File: config.mk
export PLATFORM = sky130hd
export DESIGN_NAME = s2_rx
export DESIGN_NICKNAME = d
export VERILOG_FILES = /design/src/rtl/s2_rx.sv
export SDC_FILE = /design/constraint.sdc
export NUM_CORES = 1
export LEC_CHECK = 0
export ABC_AREA = 1
export BUFFER_PORTS_ARGS = -buffer_cell sky130_fd_sc_hd__buf_2
export CAP_MARGIN = 20
export CELL_PAD_IN_SITES_DETAIL_PLACEMENT = 1
export CELL_PAD_IN_SITES_GLOBAL_PLACEMENT = 2
export CORE_ASPECT_RATIO = 0.5
export CORE_MARGIN = 4
export CORE_UTILIZATION = 39
export CTS_CLUSTER_SIZE = 20
export DETAILED_ROUTE_END_ITERATION = 16
export HOLD_SLACK_MARGIN = 0.15
export PLACE_DENSITY = 0.88
export SETUP_SLACK_MARGIN = 0.05
export SYNTH_ARGS = -nofsm -noshare
export SYNTH_HDL_FRONTEND = slang
export SYNTH_SLANG_ARGS = --single-unit
export TNS_END_PERCENT = 10
File: constraint.sdc
create_clock -name clk -period 6.6 [get_ports clk]
set_input_delay 0.33 -clock clk [delete_from_list [all_inputs] [get_ports clk]]
set_output_delay 0.33 -clock clk [all_outputs]
set_load 0.03 [all_outputs]
File: src/rtl/s2_rx.sv
// s2_rx: serial column receiver. Rebuilds an 18x8 image from eight 21-bit column frames and writes it to RB2.
// Optional build macro S2_RX_FRAME_CHECK_EN: commit on frame end only for exactly 21 bits, pulse err otherwise.
module s2_rx (
    input  logic       clk,
    input  logic       rst,
    input  logic       sen,
    input  logic       sd,
    output logic       RB2_RW,
    output logic [4:0] RB2_A,
    output logic [7:0] RB2_D,
    output logic       done,
    output logic       err
);

    typedef enum logic [1:0] {IDLE, RECV, WRITE, FIN} state_t;

    state_t      state;
    logic [4:0]  cnt;
    logic [2:0]  col_addr;
    logic [17:0] col_data;
    logic [7:0]  mask;
    logic [4:0]  idx;
    logic [7:0]  col_buf [18];

    logic        commit;
    logic [17:0] commit_data;
    logic [7:0]  mask_next;

`ifdef S2_RX_FRAME_CHECK_EN
    // Commit waits for the frame to close so the bit count can be validated.
    logic bad_frame;
    assign commit      = (state == RECV) && sen && (cnt == 5'd21);
    assign commit_data = col_data;
    assign bad_frame   = (state == RECV) && sen && (cnt != 5'd0) && (cnt != 5'd21);
`else
    // Commit on the edge sampling bit 20, so the word-0 bit comes straight from sd.
    assign commit      = (state == RECV) && !sen && (cnt == 5'd20);
    assign commit_data = {col_data[16:0], sd};
`endif

    assign mask_next = mask | (8'd1 << col_addr);

    always_ff @(posedge clk or posedge rst) begin
        if (rst) begin
            state    <= IDLE;
            cnt      <= 5'd0;
            col_addr <= 3'd0;
            col_data <= 18'd0;
            mask     <= 8'd0;
            idx      <= 5'd0;
            RB2_RW   <= 1'b1;
            RB2_A    <= 5'd0;
            RB2_D    <= 8'd0;
            done     <= 1'b0;
            err      <= 1'b0;
            for (int w = 0; w < 18; w++) begin
                col_buf[w] <= 8'd0;
            end
        end else begin
            done <= 1'b0;
`ifdef S2_RX_FRAME_CHECK_EN
            err  <= bad_frame;
`else
            err  <= 1'b0;
`endif
            // Column k lands in bit 7-k of every word; a repeated column simply overwrites.
            if (commit) begin
                for (int w = 0; w < 18; w++) begin
                    col_buf[w][~col_addr] <= commit_data[w];
                end
                mask <= mask_next;
            end

            case (state)
                IDLE: begin
                    cnt <= 5'd0;
                    if (sen) begin
                        state <= RECV;
                    end
                end
                RECV: begin
                    if (!sen) begin
                        if (cnt != 5'd31) begin
                            cnt <= cnt + 5'd1;
                        end
                        if (cnt < 5'd3) begin
                            col_addr <= {col_addr[1:0], sd};
                        end else if (cnt <= 5'd20) begin
                            col_data <= {col_data[16:0], sd};
                        end
                    end else begin
                        cnt <= 5'd0;
                    end
                    if (commit && (mask_next == 8'hFF)) begin
                        state <= WRITE;
                        idx   <= 5'd0;
                    end
                end
                WRITE: begin
                    RB2_RW <= 1'b0;
                    RB2_A  <= idx;
                    RB2_D  <= col_buf[idx];
                    if (idx == 5'd17) begin
                        state <= FIN;
                    end else begin
                        idx <= idx + 5'd1;
                    end
                end
                FIN: begin
                    RB2_RW <= 1'b1;
                    done   <= 1'b1;
                    mask   <= 8'd0;
                    state  <= IDLE;
                end
                default: state <= IDLE;
            endcase
        end
    end

endmodule

Word level (Yosys, flattened, before mapping) --
Index checks and enable logic that the tools add are counted.
Word-level totals: logic and storage cells 105, bits of input ports 4, register bits 199
Operators by class: $add $sub $neg 2, order comparisons 5, bitwise gates (word level) 5, multiplexer cells 37, shift-type cells 1, equal/unequal tests 12, reduce and logical (&&, ||, !) cells 15
Operators with widths (number):
- bitwise mux 8 bit | 18
- binary-select mux 8 bit (select 5 bit) | 1
- two-way mux 8 bit | 4
- two-way mux 5 bit | 4
- one-hot mux 5 bit (2 select lines) | 2
- adder 5 x 1 -> 5 bit, second input constant | 2
- == test 5 bit, second input constant | 2
- AND reduction 3 bit | 3
- == test 8 bit, second input constant | 1
- bitwise OR 8 bit | 1
- one-hot mux 2 bit (4 select lines) | 1
- nonzero test 2 bit | 4
- << shifter 1 x 3 -> 8 bit, first input constant | 1
- greater-or-equal comparator 6 bit, second input constant | 1
- two-way mux 2 bit | 3
- inequality test 2 bit, second input constant | 3
- NOT 5 -> 6 bit | 1
- <= comparator 5 bit, second input constant | 1
- < comparator 5 x 2 -> 1 bit, second input constant | 1
- inequality test 5 bit, second input constant | 1
- == test 2 bit, second input constant | 2
- logical AND 1 bit | 4
- < comparator 3 x 4 -> 1 bit, second input constant | 1
- AND reduction 4 bit | 1
- other kinds (12) | 14

Logic depth before layout (Yosys ltp) --
Gate-level depths: netlist (run 1).
depth after elaboration 6, depth in mapped cells 11, gate-level depth less buffers 11

Worst setup path before layout (run 1) --
OpenSTA, ideal clock, no wires.
path type register to register, start register state[1], end register col_buf[20] (netlist name), cell stages (with the launch flop) 11, period minus slack after synthesis 1726 ps, library setup time 123 ps, setup slack 4874 ps, required time 6477 ps, arrival 1603 ps, path through dfrtp_1 -> inv_1 -> ha_1 -> inv_2 -> nor2_8 -> nand3b_4 -> or2_1 -> buf_6 -> buf_6 -> nand2_1 -> o21ai_2
On the way: word-level cells in the longest chain between the ends 3
RTL lines:
- start: declaration | line 17 | state_t state;
- start signal: assignment | line 45 | state <= IDLE;
- start signal: assignment | line 78 | state <= RECV;
- start signal: assignment | line 95 | state <= WRITE;
- == test 2 x 1 -> 1 bit | line 37 | assign commit = (state == RECV) && !sen && (cnt == 5'd20);
- logical AND 1 bit (2 in series) | line 37
- end signal: indexed assignment | line 69 | col_buf[w][~col_addr] <= commit_data[w];
- end: declaration | line 23 | logic [7:0] col_buf [18];
No other way between the ends. A chain may end at the register's enable or synchronous reset.

Worst setup path after layout (run 1) --
start register idx[1], end register RB2_D[0]
On the way: word-level cells in the longest chain between the ends 4
RTL lines:
- start: declaration | line 22 | logic [4:0] idx;
- start signal: assignment | line 106 | idx <= idx + 5'd1;
- NOT 5 -> 6 bit (implied by the code) | line 102 | RB2_D <= col_buf[idx];
- binary-select mux 8 bit (select 5 bit) | line 102
- two-way mux 8 bit (implied by the code) (2 in series) | line 102
- end signal: assignment | line 102
- end: declaration | line 10 | output logic [7:0] RB2_D,
No other way between the ends. The select of a mux whose other input is x is not followed.

==> metrics list, run 1 <==
- Nets in the synthesized netlist: 1,167
- Of the total power, the clock network draws 33.6%.
* Aggregate global routing overflow: 0
- Register area share after synthesis: 52.4%
* Slew headroom: 31.5%
* Count of buffers inserted at the top-level ports: 18
* Number of distinct standard cells referenced by the synthesized netlist: 40
* Leading cell types by count after synthesis: sky130_fd_sc_hd__nand2_1, sky130_fd_sc_hd__dfrtp_1, sky130_fd_sc_hd__inv_1
- Min cycle time layout: 2.76 ns
- Timing would allow up to 0.362 GHz.
* Power after layout: 3260 µW
- Count of cells resized by post-cts repair: 0
- Via-to-Cell Ratio: 5.16
* Cell taking the most area after synthesis: sky130_fd_sc_hd__dfrtp_1
* Worst Skew: 0.0107 ns
* Top FF cell, synth: sky130_fd_sc_hd__dfrtp_1
* Routed wire per std cell: 17.9 µm
- 20 I/O pins were placed.
* Average size of a mapped cell: 8.23 µm²
- The number of antenna violations at the first check in global routing is 1.
- Counting flops with an async set or reset pin after synthesis yields a share of 100%.
* Number of cells in the design after placement: 1,434
- Once detail routing completed, the nets flagged for antenna violations numbered 0.
- The internal portion of the total power is 2090 µW.
- Unrepaired setup endpoints after global routing: false
- Among all stages on the critical path, the largest delay is contributed by sky130_fd_sc_hd__inv_1.
- The wire-length estimate of the detail-placed layout is 16.2 mm.
- At the worst endpoint, the arrival time is 3.13 ns.
* Highest-utilization routing layer at the global route stage: met2
- CTS Buf Count: 17
- At the end of routability-driven placement, the weighted congestion stood at 0.782.
- Final instance count without filler cells: 1,468
- Met1 capacity usage during global routing: 28.3%
* Critical path startpoint category: flop
- Power spent charging and discharging nets: 1170 µW
- Critical path cell sequence: buf_4, inv_1, nand3_1, a21oi_1, nor2_1, a21oi_1
- Pins over their slew limit: 0
* Minimum hold slack: 0.368 ns
- In this run the standard cell core region covers 24,000 µm².
* Initial standard-cell utilization of the core: 39.6%
* WL final: 26.2 mm
- Global router's overall resource usage: 20.2%
- Yosys Warn Count: 0
- After the last flow step, the layout net total stands at 1,153.
* First-pass GRT wire length: 43.4 mm
* Number of clock sinks: 199
- The root buffer cell chosen for the clock tree is sky130_fd_sc_hd__clkbuf_16.
* Area after detailed placement: 9620 µm²
* Maximum resistive drop on vdd: 0.201 mV
* Met2 routing resource usage after global routing: 32.8%
* Cell with the most instances after synthesis: sky130_fd_sc_hd__nand2_1
* Floorplan die width: 229 µm
* TritonCTS clock tree: done
- The number of global-route vias before repair was 7,899.
- Fraction of layout instances using a drive strength above 1: 8.85%
* Worst-Skew Late Latency: 0.45 ns
* Number of buffers on the longest clock path: 2
* Placement Rows: 40
- At the pin with the least slew margin, the transition time is 1.03 ns.
- STA classifies the critical path endpoint as a flop.
- Leading post-synthesis cells by cell area: sky130_fd_sc_hd__dfrtp_1, sky130_fd_sc_hd__nand2_1, sky130_fd_sc_hd__o21ai_0, sky130_fd_sc_hd__o21ai_1, sky130_fd_sc_hd__inv_1
- The die is 118 µm tall.
* Leak pwr: 0.00470 µW
- Detailed Route Iter0 Violations: 588
- The synthesized design contains 199 register bits.
- Netlist Area Pre-Place: 9500 µm²
- H-Tree Level Count: 4
* Power density relative to cell area: 318 nW/µm²
* Area of the die: 27,100 µm²
- The critical path is of the flop to flop type.
* Post-Layout Inst Area: 10,200 µm²
* Max-cap violation count: 0
- Final clock period utilization by the worst path: 41.8%
- Clock-pin slew reported for the worst setup and hold paths after clock tree synthesis: 0.07 ns
- Most used cell along the critical path: sky130_fd_sc_hd__a21oi_1
- Along the worst path, the maximum fanout reaches 48.
- Number of detailed-routing iterations run before antenna repair: 5
* Peak per-stage delay on the critical path: 0.83 ns
* Number of setup violations in the final report: 0
* Post-synth EDFFs: 0
* DRC violations left: 0
- Registers are responsible for 41.0% of the overall power.
* Share of total power in combinational logic: 25.4%
- Total via count in the routed design: 7,581
* Largest net degree at the start of global routing: 134
- Endpoints failing hold: 0
* Met3 usage in global routing: 3.30%
- Relative to the synthesized area, the layout overhead comes to 7.84%.
- Switch share: 35.9%
- Min-Delay Path Class: input port to flop
- After synthesis, the largest area contributor takes up 52.1% of total cell area.
- Antenna diode count: 0
* Gate count after technology mapping: 1,154
- The run finished with clean final reports.
* Summed negative setup slack over all endpoints: 0 ns
- For the worst setup path, the data required time is 6.97 ns.
final timing paths:
| path | from | endpoint | slack [ns] | depth (start not counted) |
|---|---|---|---|---|
| max in group asynchronous | rst | idx[0] | 4.38 | 4 |
| min reg2reg | col_data[4] | col_data[4] | 0.48 | 2 |
| max | idx[1] | RB2_D[0] | 3.84 | 6 |
| max reg2reg | idx[1] | RB2_D[0] | 3.84 | 6 |
| min in group asynchronous | rst | col_buf[106] | 0.64 | 3 |
| min | sen | cnt[4] | 0.37 | 4 |
layer usage:
metal / vias to the layer above / wire length (µm)
met5: - / 0
met4: 0 / 354
met3: 27 / 737
met2: 87 / 12100
met1: 3838 / 13000
li1: 3629 / -
state kept, by name, indices dropped and copies added (netlist names), 3 cells and up:
register,flops
col_addr,3
RB2_D,8
mask,8
col_data,17
RB2_A,5
idx,5
col_buf,144
cnt,5
per-stage QoR:
stage                     setup WS (ns)  util (%)
final                              3.84      42.7
after global routing               3.63      42.7
after CTS                          3.86      42.7
after detailed placement           3.88      40.1
after global placement             3.93      40.1
after floorplan                   0.846         -
cells in the final DEF (no fill, tap or decap), types with 9 or more instances in the layout:
master	synthesis	routed
sky130_fd_sc_hd__nand2_1	352	352
sky130_fd_sc_hd__dfrtp_1	198	197
sky130_fd_sc_hd__inv_1	119	118
sky130_fd_sc_hd__o21ai_0	92	92
sky130_fd_sc_hd__o21ai_1	91	91
sky130_fd_sc_hd__nand3_1	73	73
sky130_fd_sc_hd__nor2_1	73	73
sky130_fd_sc_hd__o21ai_2	18	18
sky130_fd_sc_hd__buf_2	15	18
sky130_fd_sc_hd__clkbuf_16	0	17
sky130_fd_sc_hd__a21oi_1	16	16
sky130_fd_sc_hd__buf_4	3	11
sky130_fd_sc_hd__ha_1	9	9
timing repair:
item | in CTS | in global routing
endpoints found under the hold margin | 60 | 0
hold buffers | 2 | 0
buffers inserted | 0 | 0
kinds of logic (layout without fill, tap and decap cells):
family / Yosys count / count (layout) / share of synthesized area, %
xor+xnor: 3 / 3 / 0.277
flops: 199 / 199 / 52.4
simple gates: 522 / 522 / 22.7
other cells: 1 / 1 / 0.0395
compound gates: 233 / 233 / 13.7
fa+ha+maj: 9 / 9 / 1.19
buf+inv: 187 / 186 / 9.65
worst max-delay path, delay by kind of cell, from the launching register on:
kind / cells / cell delay, ns
AO/OA/AOI/OAI: 2 / 0.52
buffers and inverters: 2 / 1.14
AND/OR/NAND/NOR: 2 / 0.65
flip-flops: 1 / 0.36
power by group through the flow:
stage / Combinational (µW) / Sequential (µW) / Clock (µW)
6_report: 828 / 1340 / 1090
5_1_grt: 933 / 1350 / 1170
4_1_cts: 838 / 1340 / 1120
3_5_place_dp: 833 / 1360 / 0
3_3_place_gp: 809 / 1360 / 0
2_1_floorplan: 535 / 1410 / 0
layout make-up:
cell class | count | area [µm²]
clock buffers | 17 | 425
clock inverters | 15 | 179
fillers | 2918 | 13700
inverters | 123 | 469
multi-input cells | 768 | 3600
flip-flops and latches | 199 | 4980
well taps | 315 | 394
repair buffers | 31 | 193
Power figures use the tool's default switching activity.
==> run 2: changes to the inputs <==
ABC_AREA = 0   (was 1)
CORE_UTILIZATION = 46   (was 39)
PLACE_DENSITY = 0.87   (was 0.88)
clock period = 2.6 ns   (was 6.6 ns; I/O delays follow)
==> run 2 against run 1 <==
Net effect: routed wire length decreased by 22%; core utilization grew 9.7 points; critical path depth is 2 higher; synthesized cell count down 46%; clock power rose by 140%; fmax is 20% higher; hold slack worse by 0.011 ns; via count down 32%; register-to-register slack got worse by 3.5 ns.
==> metrics list, run 2 <==
- Leaving out fill and tap cells, the most frequent cell in the layout is sky130_fd_sc_hd__dfrtp_1.
- The number of iterations in the first detailed-routing pass is 4 (-1).
* Biggest register: col_buf
- The pin count of the biggest net entering global routing came to 68 (-49%).
- Leading post-synthesis cells by cell area: sky130_fd_sc_hd__dfrtp_1, sky130_fd_sc_hd__mux2_2, sky130_fd_sc_hd__mux4_2, sky130_fd_sc_hd__mux2_4, sky130_fd_sc_hd__ha_1
- Yosys Warn Count: 0 (unchanged)
- The combinational fraction of design power came to 5.4% (-20 points).
- Power density relative to cell area: 638 nW/µm² (+100%)
* Number of global-route vias before repair: 5,759 (-27%)
- The net count reported at finish is 649 (-44%).
- Ports placed on the boundary: 20 (unchanged)
* Async set-reset flop share out of synthesis: 100% (unchanged)
* Power after layout: 6500 µW (+99%)
- DPL Wire Length: 13.1 mm (-19%)
- The via count normalized by instance count came to 5.65 (+9.5%).
- The net switching component of the power is 1790 µW (+53%).
* Critical path arrival: 2.63 ns (-0.50 ns)
* Fraction of layout instances using a drive strength above 1: 46.8% (+38 points)
- The routed via count came to 5,168 (-32%).
- The final routed wirelength across all metal layers was 20.5 mm (-22%).
- DRC violations left: 0 (unchanged)
- Netlist Area Pre-Place: 9130 µm² (-3.9%)
* Min cycle time layout: 2.31 ns (-0.454 ns)
* Min-Delay Path Class: input port to asynchronous set/reset pin
* Fmax: 0.434 GHz (+20%)
- Number of clock sinks: 199 (unchanged)
- Worst Max-Slew Pin Slew: 0.867 ns (-0.159 ns)
* Largest registers: col_buf: 144 flops, col_data: 17 flops
* Number of cells on the worst reg-to-reg path: 8 (+2)
- The average wire per cell in the routed design was 22.5 µm (+26%).
- The number of flops mapped to enable cells by yosys came to 0 (unchanged).
* Slew headroom: 42.1% (+11 points)
- Aggregate global routing overflow: 0 (unchanged)
- #FFs+latches synth: 199 (unchanged)
- Worst-Skew Late Latency: 0.44 ns (about the same)
- The clock skew came to 0.0141 ns (+0.00338 ns).
* Top FF cell, synth: sky130_fd_sc_hd__dfrtp_1
- The overall die width was 207 µm (-9.4%).
- TritonCTS built the clock tree.
* Detailed Route Iter0 Violations: 280 (-52%)
- Area growth from synthesis to layout: 11.7%
- The total CTS buffers is 17 (unchanged).
* Critical path required time: 2.92 ns (-4.05 ns)
- Top-area cell type share of the netlist area: 54.3% (+2.1 points)
* Initial standard-cell utilization of the core: 46.9% (+7.3 points)
- DIE HEIGHT: 108 µm (-9.1%)
- Routed Antenna Nets: 0 (unchanged)
- Cell taking the most area after synthesis: sky130_fd_sc_hd__dfrtp_1
- Clock-pin slew reported for the worst setup and hold paths after clock tree synthesis: 0.08 ns (about the same)
* First-pass GRT wire length: 33.5 mm (-23%)
- The worst setup path is launched from a flop.
- Register share of total power: 53.9% (+13 points)
* Average size of a mapped cell: 14.6 µm² (+78%)
- Max-cap violation count: 0 (unchanged)
* Pins over their slew limit: 0 (unchanged)
- Largest fanout of any net on the critical path: 19 (-60%)
- Most frequent cells in the layout: sky130_fd_sc_hd__dfrtp_1, sky130_fd_sc_hd__mux2_2, sky130_fd_sc_hd__mux4_2
- The die outline area is 22,300 µm² (-18%).
- Final clock period utilization by the worst path: 88.7% (+47 points)
* Number of distinct standard cells referenced by the synthesized netlist: 51 (+28%)
* Weighted congestion reported at the end of routability-driven placement: 0.774 (-0.92%)
- sky130_fd_sc_hd__dfrtp_1 is the most common cell in the netlist.
- Gate count after technology mapping: 624 (-46%)
* Area after detailed placement: 9580 µm² (-0.47%)
- Post-Layout Inst Area: 10,200 µm² (-0.50%)
- The post-synthesis net count is 637 (-45%).
* Count of cells resized by post-cts repair: 0 (unchanged)
- The final hold violation count was 0 (unchanged).
- Unrepaired setup endpoints after global routing: false
* Antenna diode count: 0 (unchanged)
* Placement Rows: 36 (-10%)
* Global router's overall resource usage: 19.5% (-0.74 points)
* Critical path type: flop to flop
* Crit. End Element: flop
- The static leakage is 0.00486 µW (+3.6%).
- The fraction of power spent switching nets came to 27.5% (-8.4 points).
- Largest register FFs: 144 (unchanged)
- H-Tree Level Count: 4 (unchanged)
- The share of total power in the clock network was 40.7% (+7.1 points).
- The final setup violation count was 0 (unchanged).
- The placeable core area came to 19,500 µm² (-19%).
- The number of antenna violations at the first check in global routing is 0 (-1).
* Fill cell total of the finished layout: 1,848 (-37%)
* Count of buffers inserted at the top-level ports: 18 (unchanged)
* Run status: complete, no violations
- The design internal power is 4710 µW (+130%).
* Register area share after synthesis: 54.6% (+2.1 points)
- Number of buffers on the longest clock path: 2 (unchanged)
- The root buffer cell chosen for the clock tree is sky130_fd_sc_hd__clkbuf_16.
- Maximum resistive drop on vdd: 0.530 mV (+160%)
* Leading cell types by count after synthesis: sky130_fd_sc_hd__dfrtp_1, sky130_fd_sc_hd__mux2_2, sky130_fd_sc_hd__mux4_2
run 2: cell count changes after synthesis, moves of 9 or more:
| cell | change |
|---|---|
| sky130_fd_sc_hd__nand2b_1 | +12 |
| sky130_fd_sc_hd__o21ai_1 | -89 |
| sky130_fd_sc_hd__nand2_1 | -336 |
| sky130_fd_sc_hd__o21ai_0 | -83 |
| sky130_fd_sc_hd__mux2_4 | +9 |
| sky130_fd_sc_hd__buf_1 | +17 |
| sky130_fd_sc_hd__o21ai_2 | -18 |
| sky130_fd_sc_hd__nand3_1 | -65 |
| sky130_fd_sc_hd__mux2_2 | +167 |
| sky130_fd_sc_hd__nor2_1 | -49 |
| sky130_fd_sc_hd__buf_6 | -22 |
| sky130_fd_sc_hd__inv_1 | -106 |
| sky130_fd_sc_hd__mux4_2 | +40 |
run 2: stage by stage:
step | hold slack [ns] | setup TNS (ns) | util (%) | cells | worst slack (ns)
3_5_place_dp | 0.287 | 0 | 49.2 | 880 | 0.325
6_report | 0.357 | 0 | 52.4 | 914 | 0.294
3_3_place_gp | 0.282 | 0 | 49.2 | 880 | 0.379
4_1_cts | 0.363 | 0 | 52.4 | 914 | 0.288
2_1_floorplan | 0.307 | -20.50 | - | 624 | -0.104
5_1_grt | 0.387 | 0 | 52.4 | 914 | 0.0856
run 2: area by class of cell:
cell class | instances | area (µm²) | area share [%]
multi-input combinational | 362 | 3850 | 37.8
tap | 266 | 333 | 3.26
sequential | 199 | 4980 | 48.9
inverter | 13 | 52.6 | 0.515
timing repair buffer | 43 | 385 | 3.78
clock buffer | 17 | 425 | 4.17
clock inverter | 14 | 163 | 1.60
run 2: cells by family (layout without fill, tap and decap cells):
logic type	after synthesis	count (layout)	share of synthesized area [%]
mux	223	223	32.8
flops	199	199	54.6
simple gates	85	85	5.26
buf+inv	63	87	3.23
compound gates	44	44	2.92
fa+ha+maj	9	9	1.23
other cells	1	1	0.0411
run 2: worst max-delay path, cell delays in order (launching register included):
cell,delay (ns)
sky130_fd_sc_hd__dfrtp_1,0.41
sky130_fd_sc_hd__inv_1,0.09
sky130_fd_sc_hd__ha_1,0.18
sky130_fd_sc_hd__nand2b_2,0.13
sky130_fd_sc_hd__nor3_2,0.26
sky130_fd_sc_hd__nand2b_1,0.28
sky130_fd_sc_hd__nor2_4,0.17
sky130_fd_sc_hd__buf_4,0.28
sky130_fd_sc_hd__mux2_2,0.38
run 2: per-layer routing:
metal  vias up  share of wire (%)  track usage [%]
li1       2266                  -                -
met3        17                3.5             3.64
met4         0                1.4             5.42
met5         -                  0                0
met1      2819                 47             26.8
met2        66                 48             32.2
run 2: final timing paths:
check	startpoint	end	slack, ns
max in group asynchronous	rst	col_buf[142]	1.48
min reg2reg	col_buf[48]	col_buf[48]	0.50
max	state[1]	col_buf[69]	0.29
min	rst	col_buf[25]	0.36
max reg2reg	state[1]	col_buf[69]	0.29
min in group clk	col_buf[48]	col_buf[48]	0.50
run 2: what timing repair did:
action	in CTS	in global routing
setup buffers	0	0
hold endpoints to repair	33	0
hold buffers	3	0
run 2: power groups by stage:
stage | registers [µW] | logic (µW) | clock network [µW]
after CTS | 3510 | 360 | 2700
after floorplan | 3290 | 445 | 0
after detailed placement | 3570 | 355 | 0
after global placement | 3560 | 338 | 0
after global routing | 3530 | 397 | 2830
final | 3500 | 351 | 2650
==> run 3: changes to the inputs <==
BUFFER_PORTS_ARGS = not set   (was -buffer_cell sky130_fd_sc_hd__buf_2)
CORE_ASPECT_RATIO = not set   (was 0.5)
CORE_UTILIZATION = 49   (was 46)
DONT_BUFFER_PORTS = 1   (was not set)
PLACE_DENSITY = 0.9   (was 0.87)
clock period = 2.85 ns   (was 2.6 ns; I/O delays follow)
==> run 3 against run 2 <==
Net effect: routed wire length grew 0.90%; sequential power shrank 8.3%; combinational power shrank 6.8%; core utilization grew 2.2 points; power shrank 12%; final area shrank 2.9%; fmax shrank 11%; non-clock buffer count shrank 23; critical path depth shrank 1; sequential share of layout area grew 1.4 points; sequential cell count is the same; critical endpoint is now col_buf[51].
==> metrics list, run 3 (synthesis results as in run 2) <==
* Placement Rows: 49 (+36%)
- The area used by multi-input combinational logic was 3850 µm² (unchanged).
* Largest register FFs: 144 (unchanged)
- Min cycle time layout: 2.59 ns (+0.285 ns)
- Placeable Area: 18,100 µm² (-6.7%)
* DPL Wire Length: 13.5 mm (+3.7%)
* Met1 capacity usage during global routing: 29.6% (+2.8 points)
* TritonCTS clock tree: done
* Most common cell after layout, fill and taps aside: sky130_fd_sc_hd__dfrtp_1
- The routed via count came to 5,114 (-1.0%).
- The number of fillers in the final layout is 1,731 (-6.3%).
- Slew headroom: 43.2% (+1.1 points)
* Final nets: 626 (-3.5%)
- Number of setup violations in the final report: 0 (unchanged)
* DIE HEIGHT: 145 µm (+34%)
- Global router's overall resource usage: 21.6% (+2.1 points)
- Leak pwr: 0.00469 µW (-3.6%)
- Biggest register: col_buf
- The met3 global-route usage was 4.27% (+0.63 points).
* Detailed Route Iter0 Violations: 242 (-14%)
- The sum of negative setup slack was 0 ns (unchanged).
- The count of buffers from port buffering came to 0 (-18).
- Weighted congestion reported at the end of routability-driven placement: 0.725 (-6.4%)
* First-pass GRT wire length: 33.6 mm (+0.14%)
- The largest fanout on the critical path was 19 (unchanged).
- The fraction of layout instances using a drive strength above 1 was 43.9% (-2.8 points).
- Unrepaired setup endpoints after global routing: false
- Routed Antenna Nets: 0 (unchanged)
* Clock root buffer: sky130_fd_sc_hd__clkbuf_16
* Largest registers: col_buf: 144 flops, col_data: 17 flops
- DRC violations left: 0 (unchanged)
- Final clock period utilization by the worst path: 90.9% (+2.2 points)
* Power density relative to cell area: 576 nW/µm² (-9.7%)
* Most frequent cells in the layout: sky130_fd_sc_hd__dfrtp_1, sky130_fd_sc_hd__mux2_2, sky130_fd_sc_hd__mux4_2
- Number of buffers on the longest clock path: 2 (unchanged)
* Combined flip-flop and latch cell area: 4980 µm² (unchanged)
- Critical path required time: 3.16 ns (+0.24 ns)
* Worst-Skew Late Latency: 0.43 ns (about the same)
- Initial standard-cell utilization of the core: 50.3% (+3.4 points)
- Traced cell by cell, the critical path runs through inv_1, ha_1, nand2b_2, nor3_2, nand2b_1, nor2_4, mux2_2.
- The post-route cell area came to 9900 µm² (-2.9%).
- Ports placed on the boundary: 20 (unchanged)
- The worst setup path is launched from a flop.
- Number of detailed-routing iterations run before antenna repair: 4 (unchanged)
- The number of sinks on the clock net came to 199 (unchanged).
* Highest-utilization routing layer at the global route stage: met2
- The average wire per cell in the routed design came to 24.3 µm (+8.1%).
- Fmax: 0.386 GHz (-11%)
- The die outline area came to 20,900 µm² (-6.4%).
* Number of global-route vias before repair: 5,743 (-0.28%)
- Worst Skew: 0.0112 ns (-0.00283 ns)
- CP max-delay cell: sky130_fd_sc_hd__nor2_4
- The via count normalized by instance count was 6.00 (+6.0%).
- Area after detailed placement: 9370 µm² (-2.2%)
- Endpoints failing hold: 0 (unchanged)
- The reported max-cap violation count came to 0 (unchanged).
* Met2 routing resource usage after global routing: 35.7% (+3.5 points)
- Peak per-stage delay on the critical path: 0.54 ns (+0.13 ns)
* Min-Delay Path Class: input port to asynchronous set/reset pin
* Run status: complete, no violations
- The total global routing overflow was 0 (unchanged).
- The count of antenna diodes in the layout was 0 (unchanged).
- The pin count of the biggest net entering global routing is 62 (-8.8%).
- The pin slew with the least headroom to its limit is 0.850 ns (-0.0171 ns).
* Floorplan die width: 145 µm (-30%)
- Crit. End Element: flop
* Clock-pin slew reported for the worst setup and hold paths after clock tree synthesis: 0.07 ns (about the same)
- The number of max-slew violations in the final report is 0 (unchanged).
- Count of cells resized by post-cts repair: 0 (unchanged)
- The number of antenna violations at the first check in global routing came to 0 (unchanged).
* Maximum resistive drop on vdd: 0.426 mV (-20%)
- The H-tree depth was 4 (unchanged).
* WL final: 20.7 mm (+0.90%)
* Critical path type: flop to flop
* Area growth from synthesis to layout: 8.47%
- The critical path arrival came to 2.90 ns (+0.27 ns).
- CTS Buf Count: 17 (unchanged)
[run 3: critical path, delay by kind of cell, from the launching register on]
family	cells	cell delay, ns
and+or+nand+nor	4	1.24
DFF	1	0.42
muxes	1	0.40
adders and majority gates	1	0.29
buffers and inverters	1	0.10
[run 3: path summary, 6_finish.rpt]
path / startpoint / to / slack [ns] / depth (start not counted)
setup / recovery: state[1] / col_buf[51] / 0.26 / 7
hold / removal: rst / col_buf[88] / 0.28 / 2
setup reg to reg: state[1] / col_buf[51] / 0.26 / 7
hold reg to reg: col_buf[120] / col_buf[120] / 0.50 / 1
max in group asynchronous: rst / col_buf[73] / 1.67 / 3
min in group clk: col_buf[120] / col_buf[120] / 0.50 / 1
[run 3: stage by stage]
stage	worst slack, ns	power [µW]	hold WS, ns	cells	util [%]
3_3_place_gp	0.453	3550	0.115	820	51.6
5_1_grt	0.0728	5920	0.321	853	54.6
3_5_place_dp	0.349	3590	0.135	820	51.6
6_report	0.260	5700	0.282	853	54.6
2_1_floorplan	0.134	3400	0.319	624	-
4_1_cts	0.260	5750	0.285	853	54.6
[run 3: what timing repair did]
action | 4_1_cts | 5_1_grt
buffers inserted | 0 | 0
hold buffers | 3 | 0
hold endpoints to repair | 89 | 0
[run 3: cell type report]
cell class,instances,share of cell area [%]
timing repair buffer,20,2.22
tap,229,2.89
inverter,13,0.531
sequential,199,50.3
multi-input combinational,362,38.9
clock inverter,7,0.505
clock buffer,23,4.62
[run 3: report_power, final]
part / leakage (µW) / internal, µW / total (µW) / switching (µW)
clock network: 0.000239 / 1130 / 2160 / 1030
registers: 0.00272 / 2900 / 3210 / 310
logic: 0.00173 / 150 / 327 / 177
total: 0.00469 / 4180 / 5700 / 1520
[run 3: layer usage]
layer  wire [µm]  share of wire [%]
met1        9180                 44
met4         244                1.2
met2       10500                 51
met5           0                  0
met3         752                3.6
